`config.mk`:
```
export PLATFORM = sky130hd
export DESIGN_NAME = regfile_sb
export DESIGN_NICKNAME = d
export VERILOG_FILES = /design/src/rtl/regfile_pkg.sv /design/src/rtl/regfile_rd_port.sv /design/src/rtl/regfile_sb.sv
export SDC_FILE = /design/constraint.sdc
export NUM_CORES = 1
export LEC_CHECK = 0
export CORE_ASPECT_RATIO = 0.7
export CORE_MARGIN = 4
export CORE_UTILIZATION = 60
export CTS_BUF_LIST = sky130_fd_sc_hd__clkbuf_8 sky130_fd_sc_hd__clkbuf_16
export DETAILED_ROUTE_END_ITERATION = 10
export PLACE_DENSITY = 0.86
export SLEW_MARGIN = 20
export SYNTH_ARGS = -nofsm -noshare
export SYNTH_HDL_FRONTEND = slang
export SYNTH_SLANG_ARGS = --single-unit
```
`constraint.sdc`:
```
create_clock -name clk -period 6 [get_ports clk]
set_input_delay 1.8 -clock clk [delete_from_list [all_inputs] [get_ports clk]]
set_output_delay 1.8 -clock clk [all_outputs]
set_load 0.02 [all_outputs]
```
`src/rtl/regfile_pkg.sv`:
```
// Shared defaults and read-port array typedefs for the scoreboarded register file.
package regfile_pkg;

  localparam int unsigned DEF_ADDR_BITS = 3;
  localparam int unsigned DEF_DATA_BITS = 8;
  localparam int unsigned DEF_RD_PORTS  = 2;
  localparam int unsigned DEF_ZERO_REG  = 0;
  localparam int unsigned MAX_RD_PORTS  = 4;

  typedef logic [DEF_RD_PORTS-1:0][DEF_ADDR_BITS-1:0] rd_addr_arr_t;
  typedef logic [DEF_RD_PORTS-1:0][DEF_DATA_BITS-1:0] rd_data_arr_t;

endpackage

```
`src/rtl/regfile_rd_port.sv`:
```
// One combinational read port: register/busy mux, plus same-cycle write forwarding
// when REGFILE_BYPASS_EN is defined.
module regfile_rd_port
  import regfile_pkg::*;
#(
  parameter int unsigned ADDR_BITS = DEF_ADDR_BITS,
  parameter int unsigned DATA_BITS = DEF_DATA_BITS,
  parameter int unsigned ZERO_REG  = DEF_ZERO_REG
) (
  input  logic [ADDR_BITS-1:0]                          rd_addr,
  input  logic                                          rd_enable,
  input  logic [(1<<ADDR_BITS)-1:0][DATA_BITS-1:0]      regs,
  input  logic [(1<<ADDR_BITS)-1:0]                     busy_mask,
  input  logic                                          wr_active,
  input  logic [ADDR_BITS-1:0]                          wr_addr,
  input  logic [DATA_BITS-1:0]                          wr_data,
  output logic [DATA_BITS-1:0]                          rd_data,
  output logic                                          rd_busy
);

  always_comb begin
    rd_data = '0;
    rd_busy = 1'b0;
    if (rd_enable) begin
      rd_data = regs[rd_addr];
      rd_busy = busy_mask[rd_addr];
`ifdef REGFILE_BYPASS_EN
      // Forward the in-flight write; a hardwired-zero r0 is never forwarded.
      if (wr_active && (wr_addr == rd_addr) && !((ZERO_REG != 0) && (rd_addr == '0))) begin
        rd_data = wr_data;
        rd_busy = 1'b0;
      end
`endif
    end
  end

`ifndef REGFILE_BYPASS_EN
  logic unused_wr;
  assign unused_wr = ^{wr_active, wr_addr, wr_data};
`endif

endmodule

```
`src/rtl/regfile_sb.sv`:
```
// Register file with a per-register pending-write scoreboard and RD_PORTS read ports.
// Optional same-cycle write forwarding is enabled by defining REGFILE_BYPASS_EN.
module regfile_sb
  import regfile_pkg::*;
#(
  parameter int unsigned ADDR_BITS = DEF_ADDR_BITS,
  parameter int unsigned DATA_BITS = DEF_DATA_BITS,
  parameter int unsigned RD_PORTS  = DEF_RD_PORTS,
  parameter int unsigned ZERO_REG  = DEF_ZERO_REG
) (
  input  logic                                  clk,
  input  logic                                  reset,
  input  logic [RD_PORTS-1:0][ADDR_BITS-1:0]    rd_addr,
  input  logic [RD_PORTS-1:0]                   rd_enable,
  output logic [RD_PORTS-1:0][DATA_BITS-1:0]    rd_data,
  output logic [RD_PORTS-1:0]                   rd_busy,
  input  logic [ADDR_BITS-1:0]                  wr_addr,
  input  logic                                  wr_enable,
  input  logic [DATA_BITS-1:0]                  wr_data,
  input  logic [ADDR_BITS-1:0]                  rsv_addr,
  input  logic                                  rsv_enable,
  output logic                                  rsv_ack,
  output logic [(1<<ADDR_BITS)-1:0]             busy_mask
);

  localparam int unsigned DEPTH = 1 << ADDR_BITS;

  logic [DEPTH-1:0][DATA_BITS-1:0] regs_q, regs_d;
  logic [DEPTH-1:0]                busy_q, busy_d;
  logic                            wr_to_zero, rsv_to_zero, wr_active;

  // Next-state: a write clears its busy bit, an accepted reservation then sets its own.
  always_comb begin
    wr_to_zero  = (ZERO_REG != 0) && (wr_addr == '0);
    rsv_to_zero = (ZERO_REG != 0) && (rsv_addr == '0);
    wr_active   = wr_enable && !reset;
    rsv_ack     = 1'b0;
    regs_d      = regs_q;
    busy_d      = busy_q;
    if (!reset) begin
      rsv_ack = rsv_enable &&
                (!busy_q[rsv_addr] || (wr_enable && (wr_addr == rsv_addr)));
      if (wr_enable) begin
        if (!wr_to_zero) regs_d[wr_addr] = wr_data;
        busy_d[wr_addr] = 1'b0;
      end
      if (rsv_ack && !rsv_to_zero) busy_d[rsv_addr] = 1'b1;
    end
  end

  always_ff @(posedge clk) begin
    if (reset) begin
      regs_q <= '0;
      busy_q <= '0;
    end else begin
      regs_q <= regs_d;
      busy_q <= busy_d;
    end
  end

  assign busy_mask = busy_q;

  for (genvar p = 0; p < RD_PORTS; p++) begin : g_rd
    regfile_rd_port #(
      .ADDR_BITS (ADDR_BITS),
      .DATA_BITS (DATA_BITS),
      .ZERO_REG  (ZERO_REG)
    ) u_rd_port (
      .rd_addr   (rd_addr[p]),
      .rd_enable (rd_enable[p]),
      .regs      (regs_q),
      .busy_mask (busy_q),
      .wr_active (wr_active),
      .wr_addr   (wr_addr),
      .wr_data   (wr_data),
      .rd_data   (rd_data[p]),
      .rd_busy   (rd_busy[p])
    );
  end

endmodule
```
# Yosys cells after proc, flatten, opt, wreduce, memory -nomap -nowiden
# Cells that the tools add are included.
# Widths: inputs -> output; s select.
dict set report totals {
  regBits 72
  in_bits 26
  output_inout_bits 27
  wordCells 50
}
dict set report classes {
  order_cmp 6
  n_eq_ne 1
  muxes 25
  bitwise 3
  reduce_logical 6
}
# operator n
set ops {}
lappend ops {{$bwmux 64} 1}
lappend ops {{$mux 8} 8}
lappend ops {{$bmux 8 s3} 2}
lappend ops {{$demux 8 s3} 1}
lappend ops {{$lt 3x4->1 const B} 4}
lappend ops {{$bmux 1 s3} 3}
lappend ops {{$and 8x8->8} 1}
lappend ops {{$mux 1} 8}
lappend ops {{$not 8->8} 1}
lappend ops {{$or 8x8->8} 1}
lappend ops {{$demux 1 s3} 2}
lappend ops {{$ge 3x1->1 const B} 2}
lappend ops {{$logic_and 1x1->1} 4}
lappend ops {{$eq 3x3->1} 1}
lappend ops {{$logic_not 1->1} 1}
lappend ops {{$logic_or 1x1->1} 1}

# Depth between registers and ports, before layout
# Gate-level depths: netlist of the first run.
dict set report depth {
  depth_word 10
  ltp_mapped 7
}

# Cells and area by module
# A second synthesis of the first run with hierarchy kept.
dict set report hier_totals {
  cells_unflattened 443
  area_unflattened_um2 4032.6
}
# module instances cells_each area_per_inst_um2 seq_area_each_um2
set by_module_without_submodules {}
lappend by_module_without_submodules {regfile_sb 1 359 2793.9 1441.4}
lappend by_module_without_submodules {regfile_rd_port 2 42 619.3 0.0}

# Worst setup path before layout of the first run
# OpenSTA, ideal clock, no wires.
dict set report synth_timing {
  path_kind {in2out}
  startpoint {input port rd_addr[1] (netlist bit)}
  endpoint {output port rd_busy[0]}
  t_arrival_ns 2.856
  t_required_ns 4.200
  setup_slack_ns 1.344
  cell_stages 6
  path_buffers 3
  path_cell_list {buf_2 > buf_2 > mux4_2 > mux2i_1 > nor2b_1 > buf_4}
}
dict set report synth_via {
  elab_chain_cells 3
}
# item line
set synth_rtl {}
lappend synth_rtl {{from (decl)} regfile_sb.sv:13} ;# input logic [RD_PORTS-1:0][ADDR_BITS-1:0] rd_addr,
lappend synth_rtl {{$bmux 1 s3} regfile_rd_port.sv:26} ;# rd_busy = busy_mask[rd_addr];
lappend synth_rtl {{$mux 1 (implied by the code)} regfile_rd_port.sv:26}
lappend synth_rtl {{$mux 1} regfile_rd_port.sv:24} ;# if (rd_enable) begin
lappend synth_rtl {{to (decl)} regfile_sb.sv:16} ;# output logic [RD_PORTS-1:0] rd_busy,
# Every way passes these cells. The select of a mux whose other input is x is not followed.

==> out/metrics.yaml, run 1 <==
clocking:
  clockRootBuffer: "clkbuf_8"
  hold_buffers: 0
  cts_resized: 0
  cts.sinks: 72
  htree_levels: 3
  cts_tree: "yes"
  clkTransAtPathRegs_ns: 0.06
  cts_buffers: 9
  cts_max_path_buffers: 2
  post_cts_buffers: 0
  clkLatencyLatePin_ns: 0.35
critical_path:
  cp-end-kind: "output pin"
  worstSetupPathType: "input port to output pin"
  cp_data_required_time_ns: 4.20
  startpoint_type: "input port"
  reg2reg_from: "busy_mask[3]"
  slowest_stage: "clkdlybuf4s50_1"
  regToRegSetupSlack_ns: 4.65
  crit_path_max_fanout: 18
  reg2reg_depth: 4
  critical-path-max-stage-delay_ns: 0.54
  cp-endpoint: "rd_data[3]"
  cp.arrival_ns: 3.95
  cp-startpoint: "rd_addr[0]"
  crit_chain: "clkdlybuf4s50_1 -> buf_12 -> mux4_2 -> mux2i_1 -> nor2b_1 -> clkdlybuf4s50_1"
  crit_top_cell: "clkdlybuf4s50_1"
  r2r_end: "busy_mask[1]"
logic_synthesis:
  synth.avg_cell_area_um2: 9.21
  ys_seq_area_share_pct: 35.2
  yosys.area.top_type: "dfxtp_1"
  ys_async_sr_fraction_pct: 0
  ys_warn_count: 0
  ys_types: 41
  syn_area_um2: 4090
  synthCells: 444
  syn_nets: 470
  yosys_most_used_dff: "dfxtp_1"
  netlist.area_leader.share_pct: 35.2
  yosys-top-cells-area: "dfxtp_1, mux4_2, nand2_1"
  synth_seq_cells: 72
  synth-edff-count: 0
sta:
  skew_ns: 0.00796
  period_needed_ns: 5.75
  fin_tns_setup_ns: 0
  tightest_slew_ns: 0.683
  timing.final.crit_share_pct: 95.8
  slew_viol_final: 0
  fmax_mhz: 174
  max_slew_margin_pct: 54.5
  hold_viol_final: 0
  finalSetupViolCount: 0
  rsz0062_at_grt: "no"
drt:
  vias: 3616
  dr.pass1.iters: 6
  ant_nets: 0
  initialDrtViolationCount: 411
  drt_wl_total_um: 11700
  vias_per_cell: 6.39
  post_drt_wl_per_cell_um: 20.7
  drcViolationCount: 0
place:
  place.detailed.hpwl_um: 8220
  placed_cell_area_um2: 4560
  numPortBuffers: 52
  place.gp.congestion: 0.876
grt:
  grt_pass1_vias: 3639
  grt_max_degree: 66
  grt-ovfl-total: 0
  grt_pass1_wl_um: 18800
  antenna_found_initial: 0
  grtUsageTotal_pct: 29.8
worst_hold_path:
  hp-start: "regs_q[10]"
  hp-class: "flop to flop"
finish:
  nets: 497
  postLayoutCellArea_um2: 4770
  layout_common_cells: "nand2_1, dfxtp_1, a21oi_1"
  diodes: 0
  finish.utilization_pct: 74.2
  syn_to_final_growth_pct: 16.6
  fillers: 461
  layout_commonest_cell: "nand2_1"
  final_layout_size_suffix_gt1_share_pct: 15.4
die:
  core-area_um2: 6430
  fp-row-count: 24
  die_h_um: 77.1
  die_w_um: 107
  initial_core_util_pct: 63.6
  ioPinCount: 53
  dieArea_um2: 8220
power:
  cellPowerDensity_nw_per_um2: 219
  power.leakage_nw: 1.63
  ir_worst_vdd_v: 0.000194
outcome:
  status: "complete, no violations"
job:
  max-cap-violations: 0
## cells by family (layout without fill, tap and decap cells)
kind of cell    count (synthesis)  count (layout)  synth area share, %
mux                            56              56                 24.7
xor+xnor                        3               3                0.643
flops                          72              72                 35.2
buf+inv                        47              78                 6.85
simple gates                  185             185                 20.7
compound gates                 81              81                 11.9
## critical path, delay by kind of cell
family / cells / cell delay (ns)
muxes: 2 / 0.79
buffers and inverters: 3 / 1.26
and+or+nand+nor: 1 / 0.08
## cell type report
cell class | count | area (µm²) | area share [%]
timing repair buffer | 61 | 633 | 13.3
tap | 91 | 114 | 2.39
clock inverter | 3 | 40.0 | 0.839
sequential | 72 | 1440 | 30.2
multi-input combinational | 325 | 2370 | 49.7
clock buffer | 12 | 165 | 3.46
inverter | 2 | 7.51 | 0.157
## stage by stage
stage	cells	worst slack, ns	hold slack (ns)	power (mW)
floorplan	444	1.34	0.443	0.605
global placement	551	0.295	0.449	0.647
detailed placement	551	0.301	0.464	0.652
CTS	566	0.282	0.473	1.04
global route	566	0.152	0.498	1.08
finish	566	0.255	0.476	1.04
## where the power goes
group | switching (mW) | internal (mW) | leakage [nW] | total [mW]
clock network | 0.176 | 0.222 | 0.108 | 0.398
logic | 0.0787 | 0.0661 | 0.941 | 0.145
registers | 0.0106 | 0.489 | 0.583 | 0.499
## cell usage after synthesis, types with 2 or more instances
cell        n
nand3_1     8
dfxtp_1    72
and2_1      3
buf_1       2
nand2_1   132
nor3b_1     2
buf_2      23
nand2b_1    2
a32oi_1     3
nor2b_1    20
and3_1      4
buf_4       4
nor2_2      2
a21oi_1    64
nor2_1      3
o31ai_1     5
mux4_2     36
buf_6       8
clkbuf_1    8
xnor2_1     3
mux2i_1    20
## worst min path at each step
stage	end	depth (start not counted)
floorplan	regs_q[16]	2
global placement	regs_q[9]	2
detailed placement	regs_q[26]	2
CTS	regs_q[26]	2
global route	regs_q[9]	2
finish	regs_q[10]	2
## routing by layer
| layer | GRT usage (%) | part of all wire [%] |
|---|---|---|
| met5 | 0 | 0 |
| met1 | 37.1 | 38 |
| met4 | 12.9 | 3.5 |
| met3 | 11.2 | 13 |
| met2 | 46.2 | 46 |
## state kept, by name, indices dropped and copies added (netlist names)
| register | count |
|---|---|
| regs_q | 64 |
| busy_mask | 8 |
No activity file was read; power rests on OpenSTA's default activity.
==> inputs of run 2 (changes only) <==
PLACE_DENSITY = 0.93   (was 0.86)
==> out/metrics.yaml, run 2 (synthesis gave the netlist of run 1 again) <==
die:
  dieArea_um2: 8220  # unchanged
  ioPinCount: 53  # unchanged
  initial_core_util_pct: 63.6  # unchanged
  core-area_um2: 6430  # unchanged
  fp-row-count: 24  # unchanged
  die_w_um: 107  # unchanged
  die_h_um: 77.1  # unchanged
drt:
  vias_per_cell: 6.41  # was 6.39
  post_drt_wl_per_cell_um: 20.6  # was 20.7 µm
  ant_nets: 0  # unchanged
  initialDrtViolationCount: 353  # was 411
  drcViolationCount: 0  # unchanged
  drt_wl_total_um: 11600  # was 11700 µm
  vias: 3629  # was 3616
  dr.pass1.iters: 5  # was 6
sta:
  hold_slack_ns: 0.474  # was 0.476 ns
  finalSetupViolCount: 0  # unchanged
  skew_ns: 0.00406  # was 0.00796 ns
  fmax_mhz: 172  # was 174 MHz
  finalWorstSetupSlack_ns: 0.178  # was 0.255 ns
  max_slew_margin_pct: 56.1  # was 54.5%
  rsz0062_at_grt: "no"  # unchanged
  timing.final.crit_share_pct: 97.0  # was 95.8%
  slew_viol_final: 0  # unchanged
  fin_tns_setup_ns: 0  # unchanged
  period_needed_ns: 5.82  # was 5.75 ns
  hold_viol_final: 0  # unchanged
  tightest_slew_ns: 0.659  # was 0.683 ns
outcome:
  status: "complete, no violations"  # unchanged
finish:
  top_register: "regs_q"  # unchanged
  layout_common_cells: "nand2_1, dfxtp_1, a21oi_1"  # unchanged
  final_cells: 566  # unchanged
  largest_reg_flops: 64  # unchanged
  final_layout_size_suffix_gt1_share_pct: 15.2  # was 15.4%
  finish.utilization_pct: 74.7  # was 74.2%
  postLayoutCellArea_um2: 4800  # was 4770 µm²
  diodes: 0  # unchanged
  layout_commonest_cell: "nand2_1"  # unchanged
  syn_to_final_growth_pct: 17.3  # was 16.6%
  nets: 496  # was 497
power:
  p_switching_mw: 0.286  # was 0.265 mW
  power.leakage_nw: 1.64  # was 1.63 nW
  p_clk_share_pct: 42.4  # was 38.2%
  p_int_mw: 0.832  # was 0.777 mW
  combPwrFrac_pct: 12.9  # was 13.9%
  p_seq_share_pct: 44.6  # was 47.9%
  swShare_pct: 25.6  # was 25.4%
  total_power_mw: 1.12  # was 1.04 mW
  ir_worst_vdd_v: 0.000191  # was 0.000194 V
  cellPowerDensity_nw_per_um2: 233  # was 219 nW/µm²
critical_path:
  crit_chain: "clkdlybuf4s50_1 -> buf_12 -> mux4_2 -> mux2i_1 -> nor2b_1 -> clkdlybuf4s50_1"  # unchanged
  cp.arrival_ns: 4.02  # was 3.95 ns
  cpLargestDelayFamily: "buffers and inverters"  # unchanged
  worstSetupPathType: "input port to output pin"  # unchanged
  cp-end-kind: "output pin"  # unchanged
  critical-path-max-stage-delay_ns: 0.55  # was 0.54 ns
  cp_data_required_time_ns: 4.20  # about the same
  critical_path_buf_inv_count: 3  # unchanged
  startpoint_type: "input port"  # unchanged
  crit_top_cell: "clkdlybuf4s50_1"  # unchanged
  crit_path_max_fanout: 18  # unchanged
  slowest_stage: "clkdlybuf4s50_1"  # unchanged
clocking:
  hold_buffers: 0  # unchanged
  cts.sinks: 72  # unchanged
  clkTransAtPathRegs_ns: 0.07  # was 0.06 ns
  htree_levels: 3  # unchanged
  cts_tree: "yes"  # unchanged
  clkLatencyLatePin_ns: 0.36  # was 0.35 ns
  clockRootBuffer: "clkbuf_8"  # unchanged
  cts_max_path_buffers: 2  # unchanged
  post_cts_buffers: 0  # unchanged
  cts_buffers: 9  # unchanged
  cts_resized: 0  # unchanged
place:
  dp_slack_ns: 0.269  # was 0.301 ns
  dp_cells: 550  # was 551
  placed_cell_area_um2: 4560  # about the same
  place.gp.congestion: 0.941  # was 0.876
  numPortBuffers: 52  # unchanged
  place.detailed.hpwl_um: 8100  # was 8220 µm
grt:
  grt_pass1_vias: 3508  # was 3639
  grt-ovfl-total: 0  # unchanged
  grt_max_degree: 66  # unchanged
  antenna_found_initial: 0  # unchanged
  grt_pass1_wl_um: 18400  # was 18800 µm
  grtUsageTotal_pct: 29.1  # was 29.8%
worst_hold_path:
  hp-class: "flop to flop"  # unchanged
job:
  max-cap-violations: 0  # unchanged
-- run 2: cell count changes in the layout (fill, tap and decap cells not counted), sizes merged --
cell	delta
buf	-1
bufinv	+2
inv	+3
clkbuf	-3
clkinv	-2
clkinvlp	+1
-- run 2: path summary, 6_finish.rpt --
kind	startpoint	endpoint	slack, ns	depth (start not counted)
worst max-delay path	rd_addr[3]	rd_data[11]	0.18	6
worst min-delay path	regs_q[17]	regs_q[17]	0.47	2
worst max register to register	busy_mask[2]	busy_mask[3]	4.69	4
worst min register to register	regs_q[17]	regs_q[17]	0.47	2
-- run 2: worst register-to-register path, stage by stage (launching register included) --
cell and delay, ns:
dfxtp_1 0.40, nor3b_1 0.34, o21ai_4 0.10, a21oi_4 0.24, o31ai_1 0.11
-- run 2: metal layers --
metal | up-vias | global-route usage (%) | part of all wire, % | wire (µm)
met3 | 41 | 11.0 | 13 | 1470
li1 | 1605 | - | - | -
met4 | 0 | 8.94 | 2.4 | 277
met5 | - | 0 | 0 | 0
met2 | 251 | 45.9 | 47 | 5450
met1 | 1732 | 37.3 | 38 | 4450
-- run 2: final cells by class --
cell class	instances	area, µm²
fill	461	1630
clock buffer	9	124
tap	91	114
clock inverter	7	119
timing repair buffer	60	626
multi-input combinational	325	2370
inverter	2	7.51
sequential	72	1440
-- run 2: power by group through the flow --
stage                     Sequential, mW  Clock (mW)  Combinational [mW]
after global routing               0.500       0.496               0.153
after global placement             0.508           0               0.138
after CTS                          0.498       0.475               0.142
final                              0.499       0.474               0.145
after floorplan                    0.508           0              0.0962
after detailed placement           0.510           0               0.141
